$ cat src/rtl/csa_calc_responder_if.sv
// Request/ready/reset handshake bundle between a csa_calc initiator and responder.
// The cycle-count output exists only when CSA_CALC_CYCLE_COUNT_EN is defined.
`timescale 1ns/1ps
interface csa_calc_responder_if #(
    parameter int AXI_DATA_WIDTH     = 32,
    parameter int CSA_CALC_IN_WIDTH  = 40,
    parameter int CSA_CALC_OUT_WIDTH = 48
);
    logic                          csa_calc_logic_request;
    logic [AXI_DATA_WIDTH-1:0]     csa_calc_logic_times;
    logic [AXI_DATA_WIDTH-1:0]     csa_calc_logic_delay;
    logic [CSA_CALC_IN_WIDTH-1:0]  csa_calc_logic_in;
    logic                          csa_calc_logic_reset;
    logic                          csa_calc_logic_inuse;
    logic                          csa_calc_logic_ready;
    logic [CSA_CALC_OUT_WIDTH-1:0] csa_calc_logic_out;
`ifdef CSA_CALC_CYCLE_COUNT_EN
    logic [AXI_DATA_WIDTH-1:0]     csa_calc_logic_cycles;

    modport master (
        output csa_calc_logic_request, csa_calc_logic_times, csa_calc_logic_delay,
               csa_calc_logic_in, csa_calc_logic_reset,
        input  csa_calc_logic_inuse, csa_calc_logic_ready, csa_calc_logic_out,
               csa_calc_logic_cycles
    );
    modport slave (
        input  csa_calc_logic_request, csa_calc_logic_times, csa_calc_logic_delay,
               csa_calc_logic_in, csa_calc_logic_reset,
        output csa_calc_logic_inuse, csa_calc_logic_ready, csa_calc_logic_out,
               csa_calc_logic_cycles
    );
`else
    modport master (
        output csa_calc_logic_request, csa_calc_logic_times, csa_calc_logic_delay,
               csa_calc_logic_in, csa_calc_logic_reset,
        input  csa_calc_logic_inuse, csa_calc_logic_ready, csa_calc_logic_out
    );
    modport slave (
        input  csa_calc_logic_request, csa_calc_logic_times, csa_calc_logic_delay,
               csa_calc_logic_in, csa_calc_logic_reset,
        output csa_calc_logic_inuse, csa_calc_logic_ready, csa_calc_logic_out
    );
`endif
endinterface

$ cat src/rtl/csa_calc_responder.sv
// csa_calc responder: latches a request, runs `times` accumulate rounds spaced by `delay`
// idle cycles, then holds the result until released. Optional macro: CSA_CALC_CYCLE_COUNT_EN.
`timescale 1ns/1ps
module csa_calc_responder #(
    parameter int AXI_DATA_WIDTH     = 32,
    parameter int ID                 = 8,
    parameter int CSA_CALC_IN_WIDTH  = 40,
    parameter int CSA_CALC_OUT_WIDTH = 48
) (
    input  logic                  clk,
    input  logic                  rst,
    csa_calc_responder_if.slave   bus
);
    localparam int OW = CSA_CALC_OUT_WIDTH;
    localparam int IW = CSA_CALC_IN_WIDTH;
    localparam int AW = AXI_DATA_WIDTH;
    localparam logic [7:0] ID_BYTE = 8'(ID);

    localparam logic [1:0] S_IDLE = 2'd0;
    localparam logic [1:0] S_RUN  = 2'd1;
    localparam logic [1:0] S_WAIT = 2'd2;
    localparam logic [1:0] S_DONE = 2'd3;

    logic [1:0]    r_state;
    logic [IW-1:0] r_in;
    logic [AW-1:0] r_times;
    logic [AW-1:0] r_delay;
    logic [AW-1:0] r_rcnt;
    logic [AW-1:0] r_dcnt;
    logic [OW-1:0] r_acc;
    logic [OW-1:0] r_out;
    logic          r_inuse;
    logic          r_ready;

    logic [AW-1:0] w_rcnt_nxt;
    logic [AW-1:0] w_dcnt_nxt;
    logic [OW-1:0] w_acc_nxt;
    logic [OW-1:0] w_seed;

    // One accumulate round: zero-extended input added modulo 2^OW.
    function automatic logic [OW-1:0] f_acc_add(input logic [OW-1:0] acc, input logic [IW-1:0] x);
        return acc + OW'(x);
    endfunction

    assign w_rcnt_nxt = r_rcnt + 1'b1;
    assign w_dcnt_nxt = r_dcnt + 1'b1;
    assign w_acc_nxt  = f_acc_add(r_acc, r_in);
    assign w_seed     = {ID_BYTE, bus.csa_calc_logic_in};

    always_ff @(posedge clk or posedge rst) begin
        if (rst) begin
            r_state <= S_IDLE;
            r_in    <= '0;
            r_times <= '0;
            r_delay <= '0;
            r_rcnt  <= '0;
            r_dcnt  <= '0;
            r_acc   <= '0;
            r_out   <= '0;
            r_inuse <= 1'b0;
            r_ready <= 1'b0;
        end else if (bus.csa_calc_logic_reset) begin
            // Release/abort wins over everything; the result register keeps its last value.
            r_state <= S_IDLE;
            r_inuse <= 1'b0;
            r_ready <= 1'b0;
        end else begin
            case (r_state)
                S_IDLE: begin
                    if (bus.csa_calc_logic_request) begin
                        r_in    <= bus.csa_calc_logic_in;
                        r_times <= bus.csa_calc_logic_times;
                        r_delay <= bus.csa_calc_logic_delay;
                        r_acc   <= w_seed;
                        r_rcnt  <= '0;
                        r_inuse <= 1'b1;
                        if (bus.csa_calc_logic_times == '0) begin
                            r_state <= S_DONE;
                            r_out   <= w_seed;
                            r_ready <= 1'b1;
                        end else begin
                            r_state <= S_RUN;
                        end
                    end
                end
                S_RUN: begin
                    r_acc  <= w_acc_nxt;
                    r_rcnt <= w_rcnt_nxt;
                    if (w_rcnt_nxt == r_times) begin
                        r_state <= S_DONE;
                        r_out   <= w_acc_nxt;
                        r_ready <= 1'b1;
                    end else if (r_delay != '0) begin
                        r_state <= S_WAIT;
                        r_dcnt  <= '0;
                    end
                end
                S_WAIT: begin
                    r_dcnt <= w_dcnt_nxt;
                    if (w_dcnt_nxt == r_delay) begin
                        r_state <= S_RUN;
                    end
                end
                default: begin
                    r_state <= S_DONE;
                end
            endcase
        end
    end

    assign bus.csa_calc_logic_inuse = r_inuse;
    assign bus.csa_calc_logic_ready = r_ready;
    assign bus.csa_calc_logic_out   = r_out;

`ifdef CSA_CALC_CYCLE_COUNT_EN
    logic [AW-1:0] r_cycles;

    // Counts busy cycles of the current job; cleared when a job is accepted, saturating.
    always_ff @(posedge clk or posedge rst) begin
        if (rst) begin
            r_cycles <= '0;
        end else if (r_state == S_IDLE && bus.csa_calc_logic_request && !bus.csa_calc_logic_reset) begin
            r_cycles <= '0;
        end else if ((r_state == S_RUN || r_state == S_WAIT) && r_cycles != '1) begin
            r_cycles <= r_cycles + 1'b1;
        end
    end

    assign bus.csa_calc_logic_cycles = r_cycles;
`endif
endmodule

$ cat src/flat_wrapper.sv
// flat-port wrapper written by rule: the top's interface ports become plain ports
module csa_calc_responder_flat 
#(
    parameter int AXI_DATA_WIDTH     = 32,
    parameter int ID                 = 8,
    parameter int CSA_CALC_IN_WIDTH  = 40,
    parameter int CSA_CALC_OUT_WIDTH = 48
)
  (clk, rst, bus_csa_calc_logic_request, bus_csa_calc_logic_times, bus_csa_calc_logic_delay, bus_csa_calc_logic_in, bus_csa_calc_logic_reset, bus_csa_calc_logic_inuse, bus_csa_calc_logic_ready, bus_csa_calc_logic_out);
  csa_calc_responder_if #(.AXI_DATA_WIDTH(AXI_DATA_WIDTH), .CSA_CALC_IN_WIDTH(CSA_CALC_IN_WIDTH), .CSA_CALC_OUT_WIDTH(CSA_CALC_OUT_WIDTH)) bus_i ();
  input  logic clk;
  input  logic rst;
  input wire logic [$bits(bus_i.csa_calc_logic_request)-1:0] bus_csa_calc_logic_request;
  input wire logic [$bits(bus_i.csa_calc_logic_times)-1:0] bus_csa_calc_logic_times;
  input wire logic [$bits(bus_i.csa_calc_logic_delay)-1:0] bus_csa_calc_logic_delay;
  input wire logic [$bits(bus_i.csa_calc_logic_in)-1:0] bus_csa_calc_logic_in;
  input wire logic [$bits(bus_i.csa_calc_logic_reset)-1:0] bus_csa_calc_logic_reset;
  output wire logic [$bits(bus_i.csa_calc_logic_inuse)-1:0] bus_csa_calc_logic_inuse;
  output wire logic [$bits(bus_i.csa_calc_logic_ready)-1:0] bus_csa_calc_logic_ready;
  output wire logic [$bits(bus_i.csa_calc_logic_out)-1:0] bus_csa_calc_logic_out;
  assign bus_i.csa_calc_logic_request = bus_csa_calc_logic_request;
  assign bus_i.csa_calc_logic_times = bus_csa_calc_logic_times;
  assign bus_i.csa_calc_logic_delay = bus_csa_calc_logic_delay;
  assign bus_i.csa_calc_logic_in = bus_csa_calc_logic_in;
  assign bus_i.csa_calc_logic_reset = bus_csa_calc_logic_reset;
  assign bus_csa_calc_logic_inuse = bus_i.csa_calc_logic_inuse;
  assign bus_csa_calc_logic_ready = bus_i.csa_calc_logic_ready;
  assign bus_csa_calc_logic_out = bus_i.csa_calc_logic_out;
  csa_calc_responder #(.AXI_DATA_WIDTH(AXI_DATA_WIDTH), .ID(ID), .CSA_CALC_IN_WIDTH(CSA_CALC_IN_WIDTH), .CSA_CALC_OUT_WIDTH(CSA_CALC_OUT_WIDTH)) u_core (.clk(clk), .rst(rst), .bus(bus_i));
endmodule
$ cat config.mk
export PLATFORM = sky130hd
export DESIGN_NAME = csa_calc_responder_flat
export DESIGN_NICKNAME = d
export VERILOG_FILES = /design/src/rtl/csa_calc_responder_if.sv /design/src/rtl/csa_calc_responder.sv /design/src/flat_wrapper.sv
export SDC_FILE = /design/constraint.sdc
export NUM_CORES = 1
export LEC_CHECK = 0
export CORE_UTILIZATION = 33
export DETAILED_ROUTE_END_ITERATION = 8
export PLACE_DENSITY = 0.47
export RECOVER_POWER = 50
export SLEW_MARGIN = 20
export SYNTH_ARGS = -nofsm -noshare
export SYNTH_HDL_FRONTEND = slang
export SYNTH_SLANG_ARGS = --single-unit
$ cat constraint.sdc
create_clock -name clk -period 24.3 [get_ports clk]
set_input_delay 2.43 -clock clk [delete_from_list [all_inputs] [get_ports clk]]
set_output_delay 2.43 -clock clk [all_outputs]
set_load 0.02 [all_outputs]
==> impl_metrics.tcl <==
set metrics [dict create \
    fin_crit_sh_pct 32.5 \
    clock_latency_ns 0.55 \
    reg2reg_from "u_core.r_state[0]" \
    whs_path_depth 2 \
    switching_share_pct 41.9 \
    std_cell_rows 80 \
    syn_area_um2 15900 \
    power.density_nw_per_um2 135 \
    ys_seq_area_share_pct 42.1 \
    die_area_um2 49200 \
    clockRootBuffer "clkbuf_16" \
    final_util_pct 40.1 \
    p_comb_share_pct 49.4 \
    outcome "finished with violations" \
    synth_top_cell_by_area "dfrtp_1" \
    final_cell_mix "dfrtp_1 (268), nand2_1 (147), o21ai_0 (137)" \
    totalPowerFinal_mw 2.58 \
    fmax_ghz 0.126 \
    use_met3_pct 2.96 \
    path_class "input port to async pin" \
    rr_endpoint "u_core.r_in[14]" \
    dp_hpwl_mm 31.5 \
    port_buffers 157 \
    slew_headroom_pct -194 \
    worst_pin_slew_ns 4.38 \
    rsz0062_at_grt "false" \
    clkPwrFrac_pct 20.3 \
    yosys_warnings 0 \
    yosys-top-cells-area "dfrtp_1 (42%), mux2_2 (8.1%), o21ai_0 (4.3%)" \
    syn_inst 1680 \
    avgSynthCellArea_um2 9.49 \
    antenna_found_initial 2 \
    grt-ovfl-total 0 \
    synth-seq-cells 268 \
    irDropWorstVdd_uv 64.1 \
    drt_iter0_drc 783 \
    critPathLaunchType "input port" \
    drive_gt1_share_pct 11.8 \
    synthArstFlopShare_pct 100 \
    grt_usage_pct 18.5 \
    die_h_um 222 \
    p_leak_nw 7.75 \
    hold_path_class "flop to flop" \
    core_um2 47700 \
    cts_made_buffers 35 \
    synth_edf_count 0 \
    hold_buffers 0 \
    top_usage_layer "met2" \
    drt_wl_total_mm 45.6 \
    area_delta_synth_final_pct 20.0 \
    finalHoldViolCount 0 \
    r2r.worst_path.cells 6 \
    period_needed_ns 7.91 \
    drtAntennaViolNets 0 \
    gp_congestion 0.866 \
    cts_sinks 268 \
    syn_nets 1835 \
    endpoint_kind "async pin" \
    grt_use_met1_pct 25.9 \
    maxCapViolCount 5 \
    fin_nets 1938 \
    final_common_cell "dfrtp_1" \
    p_int_mw 1.50 \
    grt_start_max_net_pins 177 \
    wl_per_cell_um 18.8 \
    holdWs_ns 0.482 \
    ios 158 \
    cts.clk_slew.worst_paths_ns 0.06 \
    vias 13000 \
    worstPathMaxFanout 93 \
    cp.required_ns 24.24 \
    switching_power_mw 1.08 \
    violations "capacitance limit, slew limit" \
    yosys_most_used_dff "dfrtp_1" \
    die_w_um 222 \
    cts_tree "yes" \
    synth_cell_type_count 82 \
    nFillCells 4655 \
    setup_viol 0 \
    grt_first_pass_wirelength_mm 72.8 \
    drc 0 \
    grt_pass1_vias 12900 \
    cts_buffer_depth 3 \
    ff2ff_setup_slack_ns 18.77 \
    arrival_ns 7.85 \
    initial_core_util_pct 33.4 \
    skew_ns 0.0166 \
    vias_per_cell 5.36 \
    cts_max_level 2 \
    first_pass_iters 5 \
    grt_util_met2_pct 29.5 \
    hp-start "u_core.r_acc[14]" \
    fin_tns_setup_ns 0 \
    place_inst 2360 \
    cts_setup_buffers 0 \
    min_to "u_core.r_acc[14]" \
    drv_slew 354 \
    p_seq_share_pct 30.3 \
    post_cts_resized 0 \
    synth_top_cell_area_share_pct 42.1 \
    finalNonFillerCells 2423 \
]
-- metrics by stage --
step | instance area, µm² | setup slack (ns)
2_1_floorplan | 15900 | 14.49
3_3_place_gp | 18000 | 18.86
3_5_place_dp | 18000 | 18.88
4_1_cts | 19100 | 19.45
5_1_grt | 19100 | 15.06
6_report | 19100 | 16.39
-- cell type report --
class	count	area (µm²)	share of cell area, %
diodes	1	2.50	0.0131
clock buffers	48	985	5.15
clock inverters	13	155	0.811
inverters	37	140	0.733
multi-input cells	1272	8700	45.5
flip-flops and latches	268	6710	35.1
well taps	615	769	4.02
repair buffers	169	1670	8.75
-- synthesized netlist by cell type, drive strengths merged (4+ instances only) --
cell type and number:
o41ai 11, xor2 52, o22ai 11, a211oi 11, nand2 147, o2111ai 4, buf 28, a31o 5
and3 15, o21a 5, or4 6, dfrtp 268, nor3b 4, a22o 7, o211ai 6, and2 12
nor4 30, mux2i 36, or2 4, inv 35, and4 14, a21o 17, nand3 45, nand2b 9
o31ai 37, nor2b 12, nor3 29, ha 46, o21bai 7, o21ai 144, a31oi 17, or3 6
a21oi 133, nand4 41, xnor2 70, clkbuf 75, mux2 120, nor2 122
-- critical path, stage by stage --
cell and delay (ns):
dlygate4sd3_1 0.55, clkinvlp_2 2.41, clkbuf_1 2.39
-- power by group through the flow --
| stage | clock network, mW | logic [mW] | registers (mW) |
|---|---|---|---|
| finish | 0.524 | 1.28 | 0.783 |
| global route | 0.559 | 1.42 | 0.809 |
| CTS | 0.543 | 1.29 | 0.786 |
| detailed placement | 0 | 1.29 | 0.791 |
| global placement | 0 | 1.28 | 0.789 |
| floorplan | 0 | 0.901 | 0.779 |
-- cells by family (layout without fill, tap and decap cells) --
| family | after synthesis | after routing | synth area share, % |
|---|---|---|---|
| compound gates | 446 | 446 | 17.5 |
| xor+xnor | 122 | 122 | 6.75 |
| fa+ha+maj | 47 | 47 | 3.74 |
| buf+inv | 140 | 267 | 3.55 |
| flops | 268 | 268 | 42.1 |
| mux | 156 | 156 | 10.7 |
| other cells | 0 | 1 | 0 |
| simple gates | 501 | 501 | 15.7 |
-- state kept, by name, indices dropped and copies added (netlist names) --
signal,flops
u_core.r_state,2
u_core.r_acc,48
u_core.bus.csa_calc_logic_ready,1
u_core.r_dcnt,32
u_core.r_delay,32
u_core.bus.csa_calc_logic_out,48
u_core.bus.csa_calc_logic_inuse,1
u_core.r_in,40
u_core.r_rcnt,32
u_core.r_times,32
-- how the worst max path moves through the flow --
stage | from | to | slack (ns) | cells after the start
2_1_floorplan | rst | u_core.bus.csa_calc_logic_inuse | 14.49 | 1
3_3_place_gp | bus_csa_calc_logic_times[8] | u_core.bus.csa_calc_logic_out[31] | 18.86 | 8
3_5_place_dp | bus_csa_calc_logic_times[8] | u_core.bus.csa_calc_logic_out[7] | 18.88 | 8
4_1_cts | bus_csa_calc_logic_times[8] | u_core.bus.csa_calc_logic_out[37] | 19.45 | 8
5_1_grt | rst | u_core.r_in[17] | 15.06 | 3
6_report | rst | u_core.bus.csa_calc_logic_out[14] | 16.39 | 3
-- metal layers --
layer	vias to the layer above	share of wire (%)
met5	-	0.020
met4	2	2.2
met3	53	4.3
met2	256	45
met1	6331	48
li1	6342	-
Note: power is estimated with default switching activity, not from simulation.
